<file path="src/rtl/lsu_dmem_ctrl.sv">
// Load/store controller between the RV32I memory stage and a four-lane byte-banked data memory.
// Generates lane enables and replicated store data, sequences read latency and extends load data.
module lsu_dmem_ctrl #(
   parameter int unsigned XLEN         = 32,
   parameter int unsigned DMEM_WIDTH   = 12,
   parameter int unsigned READ_LATENCY = 1
) (
   input  logic                  clk,
   input  logic                  rst_n,
   input  logic                  req_valid,
   output logic                  req_ready,
   input  logic                  req_we,
   input  logic [2:0]            req_funct3,
   input  logic [XLEN-1:0]       req_addr,
   input  logic [XLEN-1:0]       req_wdata,
   output logic                  resp_valid,
   output logic [XLEN-1:0]       resp_rdata,
   output logic                  resp_misaligned,
   output logic                  resp_illegal,
   output logic [DMEM_WIDTH-1:0] mem_address,
   output logic [XLEN-1:0]       mem_data,
   output logic [3:0]            mem_byteena,
   output logic                  mem_rden,
   output logic                  mem_wren,
   input  logic [XLEN-1:0]       mem_q
);

   localparam int unsigned CNT_W = 2;

   typedef enum logic [2:0] {
      S_IDLE,
      S_WRITE,
      S_READ,
      S_CAPTURE,
      S_DONE,
      S_ERR
   } state_t;

   state_t             state_q;
   state_t             state_next;
   logic [CNT_W-1:0]   cnt_q;
   logic [CNT_W-1:0]   cnt_next;
   logic [2:0]         f3_q;
   logic [1:0]         lo_q;

   logic               accept_c;
   logic               illegal_c;
   logic               misaligned_c;
   logic               legal_c;
   logic [3:0]         byteena_c;
   logic [XLEN-1:0]    wdata_c;
   logic [XLEN-1:0]    shifted_c;
   logic [XLEN-1:0]    load_c;
   logic               unused_addr_c;

   // Upper address bits are dropped so accesses wrap modulo memory size.
   assign unused_addr_c = ^req_addr[XLEN-1:DMEM_WIDTH+2];

   assign accept_c = req_valid && req_ready;
   assign legal_c  = accept_c && !illegal_c && !misaligned_c;

   // Request decode: legality, alignment, lane pattern and replicated store data.
   always_comb begin
      illegal_c    = 1'b1;
      misaligned_c = 1'b0;
      byteena_c    = 4'b0000;
      wdata_c      = req_wdata;
      case (req_funct3)
         3'b000, 3'b001, 3'b010: illegal_c = 1'b0;
         3'b100, 3'b101:         illegal_c = req_we;
         default:                illegal_c = 1'b1;
      endcase
      case (req_funct3[1:0])
         2'b00: begin
            byteena_c = 4'b0001 << req_addr[1:0];
            wdata_c   = {(XLEN/8){req_wdata[7:0]}};
         end
         2'b01: begin
            misaligned_c = req_addr[0];
            byteena_c    = req_addr[1] ? 4'b1100 : 4'b0011;
            wdata_c      = {(XLEN/16){req_wdata[15:0]}};
         end
         2'b10: begin
            misaligned_c = |req_addr[1:0];
            byteena_c    = 4'b1111;
         end
         default: ;
      endcase
   end

   // Load alignment and extension from the captured offset and funct3.
   always_comb begin
      shifted_c = mem_q >> {lo_q, 3'b000};
      case (f3_q)
         3'b000:  load_c = {{(XLEN-8){shifted_c[7]}}, shifted_c[7:0]};
         3'b001:  load_c = {{(XLEN-16){shifted_c[15]}}, shifted_c[15:0]};
         3'b100:  load_c = {{(XLEN-8){1'b0}}, shifted_c[7:0]};
         3'b101:  load_c = {{(XLEN-16){1'b0}}, shifted_c[15:0]};
         default: load_c = shifted_c;
      endcase
   end

   always_ff @(posedge clk or negedge rst_n) begin
      if (!rst_n) begin
         state_q <= S_IDLE;
         cnt_q   <= '0;
      end else begin
         state_q <= state_next;
         cnt_q   <= cnt_next;
      end
   end

   // Next state; READ dwells READ_LATENCY cycles.
   always_comb begin
      state_next = state_q;
      cnt_next   = cnt_q;
      case (state_q)
         S_IDLE: begin
            if (accept_c) begin
               if (illegal_c || misaligned_c) begin
                  state_next = S_ERR;
               end else if (req_we) begin
                  state_next = S_WRITE;
               end else begin
                  state_next = S_READ;
                  cnt_next   = '0;
               end
            end
         end
         S_WRITE:   state_next = S_DONE;
         S_READ: begin
            if (cnt_q == CNT_W'(READ_LATENCY - 1)) begin
               state_next = S_CAPTURE;
            end else begin
               cnt_next = cnt_q + CNT_W'(1);
            end
         end
         S_CAPTURE: state_next = S_DONE;
         S_DONE:    state_next = S_IDLE;
         S_ERR:     state_next = S_IDLE;
         default:   state_next = S_IDLE;
      endcase
   end

   // Registered outputs derived from the state being entered.
   always_ff @(posedge clk or negedge rst_n) begin
      if (!rst_n) begin
         req_ready       <= 1'b0;
         resp_valid      <= 1'b0;
         resp_rdata      <= '0;
         resp_misaligned <= 1'b0;
         resp_illegal    <= 1'b0;
         mem_address     <= '0;
         mem_data        <= '0;
         mem_byteena     <= 4'b0000;
         mem_rden        <= 1'b0;
         mem_wren        <= 1'b0;
         f3_q            <= 3'b000;
         lo_q            <= 2'b00;
      end else begin
         req_ready       <= (state_next == S_IDLE);
         resp_valid      <= (state_next == S_DONE) || (state_next == S_ERR);
         resp_illegal    <= (state_next == S_ERR) && illegal_c;
         resp_misaligned <= (state_next == S_ERR) && !illegal_c && misaligned_c;
         mem_rden        <= (state_next == S_READ);
         mem_wren        <= (state_next == S_WRITE);
         if (legal_c) begin
            mem_address <= req_addr[DMEM_WIDTH+1:2];
            mem_byteena <= byteena_c;
            mem_data    <= wdata_c;
            f3_q        <= req_funct3;
            lo_q        <= req_addr[1:0];
         end
         if (state_q == S_CAPTURE) begin
            resp_rdata <= load_c;
         end
      end
   end

endmodule

</file>
<file path="config.mk">
export PLATFORM = sky130hd
export DESIGN_NAME = lsu_dmem_ctrl
export DESIGN_NICKNAME = d
export VERILOG_FILES = /design/src/rtl/lsu_dmem_ctrl.sv
export SDC_FILE = /design/constraint.sdc
export NUM_CORES = 1
export LEC_CHECK = 0
export ABC_CLOCK_PERIOD_IN_PS = 5400
export CELL_PAD_IN_SITES_DETAIL_PLACEMENT = 1
export CELL_PAD_IN_SITES_GLOBAL_PLACEMENT = 1
export CORE_UTILIZATION = 36
export DETAILED_ROUTE_END_ITERATION = 8
export GPL_TIMING_DRIVEN = 0
export PLACE_DENSITY = 0.92
export SYNTH_ARGS = -nofsm -noshare
export SYNTH_HDL_FRONTEND = slang
export SYNTH_SLANG_ARGS = --single-unit
</file>
<file path="constraint.sdc">
create_clock -name clk -period 5.4 [get_ports clk]
set_clock_uncertainty 0.15 [all_clocks]
set_input_delay 0.54 -clock clk [delete_from_list [all_inputs] [get_ports clk]]
set_output_delay 0.54 -clock clk [all_outputs]
set_load 0.02 [all_outputs]
</file>
# == Word level (Yosys, flattened, before mapping) ==
# Index checks and enable logic that the tools add are counted.
# word_totals
ff_bits,96
inputBits,103
output_inout_bits,86
wordCells,75
# classes
addsub,1
eq_ne,20
n_shift,2
n_mux,16
n_reduce_logical,22
# ops
op,n
$pmux 32 s4,1
$pmux 32 s2,1
$shr 32x5->32,1
$eq 3x3->1 const B,6
$eq 3x1->1 const B,4
$eq 3x2->1 const B,4
$logic_not 3->1,4
$pmux 4 s3,1
$mux 2,5
$mux 3,3
$pmux 3 s3,1
$ne 2x2->1 const B,4
$logic_and 1x1->1,6
$reduce_or 2->1,3
$reduce_and 5->1,1
$logic_not 2->1,2
$mux 4,1
$pmux 1 s2,2
$pmux 2 s2,1
$shl 1x2->4 const A,1
$reduce_or 3->1,1
$add 2x1->2 const B,1
$eq 2x1->1 const B,1
$eq 2x2->1 const B,1
3 further kinds,5

# == Logic depth before layout (Yosys ltp) ==
# Gate-level depths: netlist of run 1.
# logic_depth
depth_word,10
ltp_mapped,9
depth_no_buf,6

# == Least setup slack after synthesis of run 1 ==
# Ideal clock, no wire load.
# synth_timing
path_type,input to register
from,input port req_funct3[1]
to,register f3_q[1]
setup_time_ns,0.125
arrival_time_ns,1.939
t_required_ns,5.125
path_slack_ns,3.186
cell_stages,7
n_path_buf,1
cell_sequence,inv_1 ha_1 nand2_1 a21bo_1 nand4_1 buf_2 mux2_2
# synth_via
elab_chain_len,6
word_cells_on_any_way,15
classes_between,6 x eq/ne; 2 x mux; 7 x reduce/logical
# synth_rtl
element,line_no,rtl
start: declaration,13,"input logic [2:0] req_funct3,"
"$eq 3x1->1, or another cell as far along",68,case (req_funct3)
$reduce_or 3->1 or $reduce_or 2->1 (tied branches),68,
$pmux 1 s2,68,
$logic_not 1->1,60,assign legal_c = accept_c && !illegal_c && !misaligned_c;
$logic_and 1x1->1 (2 in series),60,
end signal: assignment,171,f3_q <= req_funct3;
end: declaration,43,logic [2:0] f3_q;
# Parallel ways exist; a longest one is shown, timed or not.
# A chain may end at the register's enable or synchronous reset.

# == Final worst setup path of run 1 ==
# layout_timing
from,input port req_funct3[1]
to,register mem_data[23]
# layout_via
elab_chain_len,6
word_cells_on_any_way,17
classes_between,6 x eq/ne; 3 x mux; 8 x reduce/logical
# layout_rtl
element,line_no,rtl
"$eq 3x1->1, or another cell as far along",68,
$reduce_or 3->1 or $reduce_or 2->1 (tied branches),68,
$pmux 1 s2,68,
$logic_not 1->1,60,
$logic_and 1x1->1 (2 in series),60,
end signal: assignment,170,mem_data <= wdata_c;
end: declaration,21,"output logic [XLEN-1:0] mem_data,"
# Parallel ways exist; a longest one is shown, timed or not.

==> metrics.cfg, run 1 <==
[status]
status = completed

[worst_setup_path]
r2r_slack_ns = 3.41
r2r_end = resp_rdata[20]
cp-startpoint = req_funct3[1]
cp.required_ns = 5.49
crit_chain = clkdlybuf4s50_1 > inv_1 > ha_1 > buf_2 > nor2_1 > buf_2 > buf_2 > o21ai_0 > mux2_4
path_buf_inv = 5
crit_path_start_kind = input port
cpPeakStageDelay_ns = 0.53
worstPathMaxFanout = 10
r2r_start = lo_q[1]
worstPathArrival_ns = 3.04
cp_slowest_cell = clkdlybuf4s50_1
crit_family = buffers and inverters
worst-r2r-cell-count = 5
path_class = input port to flip-flop
end_kind = flip-flop
crit_top_cell = buf_2

[route]
drc = 0
post_drt_wl_per_cell_um = 20.7
drt-pass1-iter-count = 4
drt_iter0_drc = 322
ant_nets = 0
vias = 4213
viasPerCell = 5.27
wl_mm = 16.5

[logic_synthesis]
synth_edf_count = 0
synth_compound_area_share_pct = 13.0
muxShareOfSynthArea_pct = 21.3
synth_top_family_by_area = multiplexers
netlist_area_sq_mm = 0.00485
ys_async_sr_fraction_pct = 100
syn_inst = 436
synth_area_leaders = dfrtp_1 50%, mux2_4 12%, mux2_2 6.3%, nand2_1 4.3%, nor2_1 3.4%
ys_types = 43
avgSynthCellArea_sq_um = 11.1
yosys_warnings = 0
synth_xor_xnor_area_share_pct = 0
synth_nets = 544
synth.largest_area_cell = dfrtp_1
synth-simple-area-share_pct = 11.0
ys.flop_type = dfrtp_1
ys_ff_latch = 96
yosysSeqAreaShare_pct = 49.5
synth_fa_ha_area_share_pct = 1.29
synth_top_cell_area_share_pct = 49.5

[hold_path]
hold_path_end = resp_rdata[0]
min_delay_path_depth = 2
hold_path.startpoint = resp_rdata[0]
hp-class = flip-flop to flip-flop

[pwr]
ir_worst_vdd_uv = 267
power_mw = 4.00
p_leak_nw = 3.10
powerDensity_mw_per_mm2 = 563

[floorplanning]
row_count = 42
die_h_um = 118
die_width_um = 118
coreArea_sq_mm = 0.0132
start_util_pct = 36.8
die_area_sq_mm = 0.0139
io_pins = 189

[global_route]
grt.overflow.total = 0
grt_use_total_pct = 24.9
antenna_found_initial = 0
first_global_vias = 4744
grt_max_degree = 69
grt_pass1_wl_mm = 26.4

[clocking]
clock_latency_ns = 0.36
htreeDepth = 3
cts_made_buffers = 9
cts.sinks = 96
clock_path_buffers = 2
cts_tree = built
cts-root-buf = clkbuf_16
post_cts_resized = 0
path_clk_slew_ns = 0.07

[final_layout]
final_common_cell = clkdlybuf4s50_1
finalInstanceArea_sq_mm = 0.00710
syn_to_final_growth_pct = 46.4
stdcell_count = 800
fillerInstances = 1403
fin_nets = 727
final_util_pct = 53.9
layout_common_cells = 169 x clkdlybuf4s50_1, 96 x dfrtp_1, 56 x nand2_1
drive_gt1_share_pct = 16.3
diodes = 0

[sta]
fin_crit_sh_pct = 54.6
min_period_ns = 2.95
fmax_mhz = 339
slew_violations = 0
setup_violations = 0
rsz0062_at_grt = false
setup-tns-final_ns = 0
fin_ws_ns = 2.45
worst_pin_slew_ns = 0.582
relSlewSlack_pct = 61.0
hold_viol_final = 0
holdWs_ns = 0.328

[placed_design]
gp_congestion = 0.866
dp_cells = 783
portBuffers = 170
dpl.hpwl_mm = 12.7
pre_cts_ws_ns = 2.07
place_area_sq_mm = 0.00680

[job]
maxCapViolCount = 0

worst max path at each step:
stage / endpoint / cells after the start
2_1_floorplan: f3_q[1] / 7
3_3_place_gp: mem_data[18] / 1
3_5_place_dp: mem_data[23] / 9
4_1_cts: mem_data[23] / 9
5_1_grt: mem_data[23] / 9
6_report: mem_data[23] / 9
area by class of cell:
type,instances,area [sq um],share of cell area (%)
clock inverter,3,25.0,0.352
clock buffer,13,270,3.80
sequential,96,2400,33.8
inverter,8,30.0,0.423
buffer,26,156,2.20
timing repair buffer,172,1740,24.4
tap,176,220,3.10
multi-input combinational,306,2260,31.8
cells in the mapped netlist, drive strengths merged, types with 8 or more instances:
cell type and number:
buf 17, o21ai 20, nor2 44, a22oi 8, o22a 8, inv 8, dfrtp 96, mux2 65
a21oi 29, a22o 9, o211ai 8, and2 8, mux2i 16, clkbuf 9, nand2 56
routing by layer:
layer  share of wire [%]  vias up  track usage (%)
met5                   0        -                0
met4                 2.1        0             8.17
met3                 7.1       25             7.03
met2                  50      185             43.8
met1                  41     2105             29.1
li1                    -     1898                -
cells by family after synthesis:
| group | after synthesis |
|---|---|
| compound gates | 96 |
| mux | 81 |
| simple gates | 124 |
| buf+inv | 34 |
| fa+ha+maj | 5 |
| flops | 96 |
power by group:
part | total (mW) | internal, mW | switching [mW]
logic | 2.07 | 1.05 | 1.02
clock network | 0.647 | 0.353 | 0.294
registers | 1.28 | 1.05 | 0.229
total | 4.00 | 2.46 | 1.54
worst register-to-register path: stages, from the launching register on:
cell,delay (ns)
dfrtp_1,0.37
buf_6,0.14
nor2b_1,0.43
a221oi_1,0.23
o21ai_2,0.38
o22a_1,0.22
timing repair:
item	4_1_cts	5_1_grt
hold buffers	1	0
buffers inserted	0	0
endpoints found under the hold margin	28	0
setup endpoints to repair	0	0
registers in the layout (all words and copies together), names as in the netlist:
signal,count
resp_rdata,32
lo_q,2
mem_data,32
mem_address,12
mem_wren,1
mem_rden,1
req_ready,1
cnt_q,2
f3_q,3
state_q,3
resp_valid,1
resp_illegal,1
mem_byteena,4
resp_misaligned,1
No activity file was read; power rests on OpenSTA's default activity.
==> run 2, diff against run 1 <==
==> config.mk (replaced) <==
export PLATFORM = sky130hd
export DESIGN_NAME = lsu_dmem_ctrl
export DESIGN_NICKNAME = d
export VERILOG_FILES = /design/src/rtl/lsu_dmem_ctrl.sv
export SDC_FILE = /design/constraint.sdc
export NUM_CORES = 1
export LEC_CHECK = 0
export ABC_CLOCK_PERIOD_IN_PS = 2510
export CELL_PAD_IN_SITES_DETAIL_PLACEMENT = 1
export CELL_PAD_IN_SITES_GLOBAL_PLACEMENT = 1
export CORE_UTILIZATION = 30
export DETAILED_ROUTE_END_ITERATION = 8
export GPL_TIMING_DRIVEN = 0
export PLACE_DENSITY = 0.83
export SYNTH_ARGS = -nofsm -noshare
export SYNTH_HDL_FRONTEND = slang
export SYNTH_SLANG_ARGS = --single-unit
==> constraint.sdc (replaced) <==
create_clock -name clk -period 2.51 [get_ports clk]
set_clock_uncertainty 0.15 [all_clocks]
set_input_delay 0.251 -clock clk [delete_from_list [all_inputs] [get_ports clk]]
set_output_delay 0.251 -clock clk [all_outputs]
set_load 0.02 [all_outputs]
==> metrics.cfg, run 2 (same netlist as run 1, synthesis figures left out) <==
[status]
status = completed

[route]
viasPerCell = 4.97  ; -5.6%
drt-pass1-iter-count = 4  ; unchanged
post_drt_wl_per_cell_um = 19.3  ; -6.6%
drc = 0  ; unchanged
wl_mm = 16.2  ; -1.9%
vias = 4174  ; -0.93%
ant_nets = 0  ; unchanged
drt_iter0_drc = 155  ; -52%

[sta]
min_period_ns = 2.35
rsz0062_at_grt = false
fin_ws_ns = 0.160  ; -2.29 ns
holdWs_ns = 0.249  ; -0.0799 ns
hold_viol_final = 0  ; unchanged
setup_violations = 0  ; unchanged
slew_violations = 0  ; unchanged
worst_pin_slew_ns = 0.606  ; +0.0240 ns
relSlewSlack_pct = 59.4  ; -1.6 points
fin_crit_sh_pct = 93.6
fmax_mhz = 425

[global_route]
grt_pass1_wl_mm = 25.0  ; -5.2%
antenna_found_initial = 0  ; unchanged
grt_use_total_pct = 20.0  ; -4.9 points
first_global_vias = 4653  ; -1.9%
grt.overflow.total = 0  ; unchanged
top_usage_layer = met2
grt_use_met1_pct = 22.7  ; -6.4 points
use_met2_pct = 34.5  ; -9.2 points
grt_use_met3_pct = 5.78  ; -1.2 points
grt_max_degree = 67  ; -2.9%

[final_layout]
reg.largest.list = mem_data: 32 flops, resp_rdata: 32 flops, mem_address: 12 flops
final_util_pct = 45.2  ; -8.6 points
finalInstanceArea_sq_mm = 0.00716  ; +0.76%
seq_area_sq_mm = 0.00240  ; unchanged
fin_nets = 727  ; unchanged
final_common_cell = clkdlybuf4s50_1
drive_gt1_share_pct = 16.7  ; +0.32 points
syn_to_final_growth_pct = 47.5
fillerInstances = 1722  ; +23%
multi_input_area_sq_mm = 0.00227  ; +0.22%
layout_common_cells = 169 x clkdlybuf4s50_1, 96 x dfrtp_1, 56 x nand2_1
diodes = 0  ; unchanged

[worst_setup_path]
path_class = input port to flip-flop
end_kind = flip-flop
cp.required_ns = 2.59  ; -2.90 ns
crit_top_cell = clkbuf_4
path_buf_inv = 5  ; unchanged
worstPathMaxFanout = 10  ; unchanged
cpPeakStageDelay_ns = 0.56  ; +0.03 ns
worstPathArrival_ns = 2.43  ; -0.61 ns
crit_family = buffers and inverters
crit_path_start_kind = input port
crit_chain = clkdlybuf4s50_1 > inv_2 > ha_1 > buf_2 > nor2_2 > clkbuf_4 > clkbuf_4 > o21ai_0 > mux2_4
cp_slowest_cell = clkdlybuf4s50_1

[floorplanning]
start_util_pct = 30.6  ; -6.1 points
die_h_um = 129  ; +9.4%
io_pins = 189  ; unchanged
coreArea_sq_mm = 0.0158  ; +20%
die_area_sq_mm = 0.0167  ; +20%
die_width_um = 129  ; +9.4%
row_count = 46  ; +9.5%

[clocking]
cts.sinks = 96  ; unchanged
clock_path_buffers = 2  ; unchanged
post_cts_buffers = 0  ; unchanged
path_clk_slew_ns = 0.07  ; about the same
cts_made_buffers = 9  ; unchanged
htreeDepth = 3  ; unchanged
clock_latency_ns = 0.35  ; about the same
cts_tree = built
cts-root-buf = clkbuf_16

[placed_design]
portBuffers = 170  ; unchanged
place_area_sq_mm = 0.00685  ; +0.74%
dpl.hpwl_mm = 12.4  ; -2.4%
pre_cts_ws_ns = -0.447  ; -2.52 ns
gp_congestion = 0.854  ; -1.4%

[pwr]
powerDensity_mw_per_mm2 = 1190  ; +110%
p_leak_nw = 3.09  ; about the same
ir_worst_vdd_uv = 541  ; +100%
power_mw = 8.52  ; +110%

[hold_path]
hp-class = input port to asynchronous set/reset pin

[job]
maxCapViolCount = 0  ; unchanged

## run 2: cell types whose count changed in the layout (fill, tap and decap cells not counted)
cell	previous run	this run
inv_1	8	7
clkbuf_1	10	11
ha_1	5	4
buf_2	8	5
inv_2	0	1
clkbuf_4	0	2
buf_4	2	3
nor2_1	44	43
ha_2	0	1
nor2_2	0	1
clkinv_2	0	1
clkinv_4	2	0
## run 2: metal layers
| layer | up-vias | share of wire, % |
|---|---|---|
| met5 | - | 0 |
| met3 | 23 | 8.6 |
| met4 | 0 | 2.6 |
| met2 | 182 | 48 |
| met1 | 2071 | 41 |
| li1 | 1898 | - |
## run 2: metrics by stage
stage | instances | setup TNS [ns]
after global routing | 840 | 0
after global placement | 822 | -258.93
final | 840 | 0
after CTS | 840 | 0
after floorplan | 436 | 0
after detailed placement | 823 | -13.10
## run 2: final cells by class
type	instances	share of cell area, %
flip-flops and latches	96	33.6
multi-input cells	306	31.7
repair buffers	172	24.3
clock buffers	14	3.83
well taps	216	3.78
plain buffers	26	2.29
inverters	8	0.420
clock inverters	2	0.175
## run 2: power breakdown
group	switching [mW]	internal (mW)
Sequential	0.488	2.27
Clock	0.585	0.753
Combinational	2.16	2.27
Total	3.23	5.29
## run 2: path summary, 6_finish.rpt
path / start / to / slack [ns] / cells past startpoint
max: req_funct3[1] / mem_data[21] / 0.16 / 9
min: rst_n / resp_rdata[2] / 0.25 / 2
max reg2reg: lo_q[1] / resp_rdata[15] / 0.50 / 6
min reg2reg: resp_rdata[0] / resp_rdata[0] / 0.33 / 2
max in group asynchronous: rst_n / mem_data[26] / 1.27 / 3
min in group clk: resp_rdata[0] / resp_rdata[0] / 0.33 / 2
## run 2: timing repair
item | in CTS | in global routing
gates resized for setup | 2 | 4
endpoints found under the hold margin | 30 | 0
pin swaps | 0 | 0
endpoints found under the setup margin | 11 | 35
hold buffers | 1 | 0
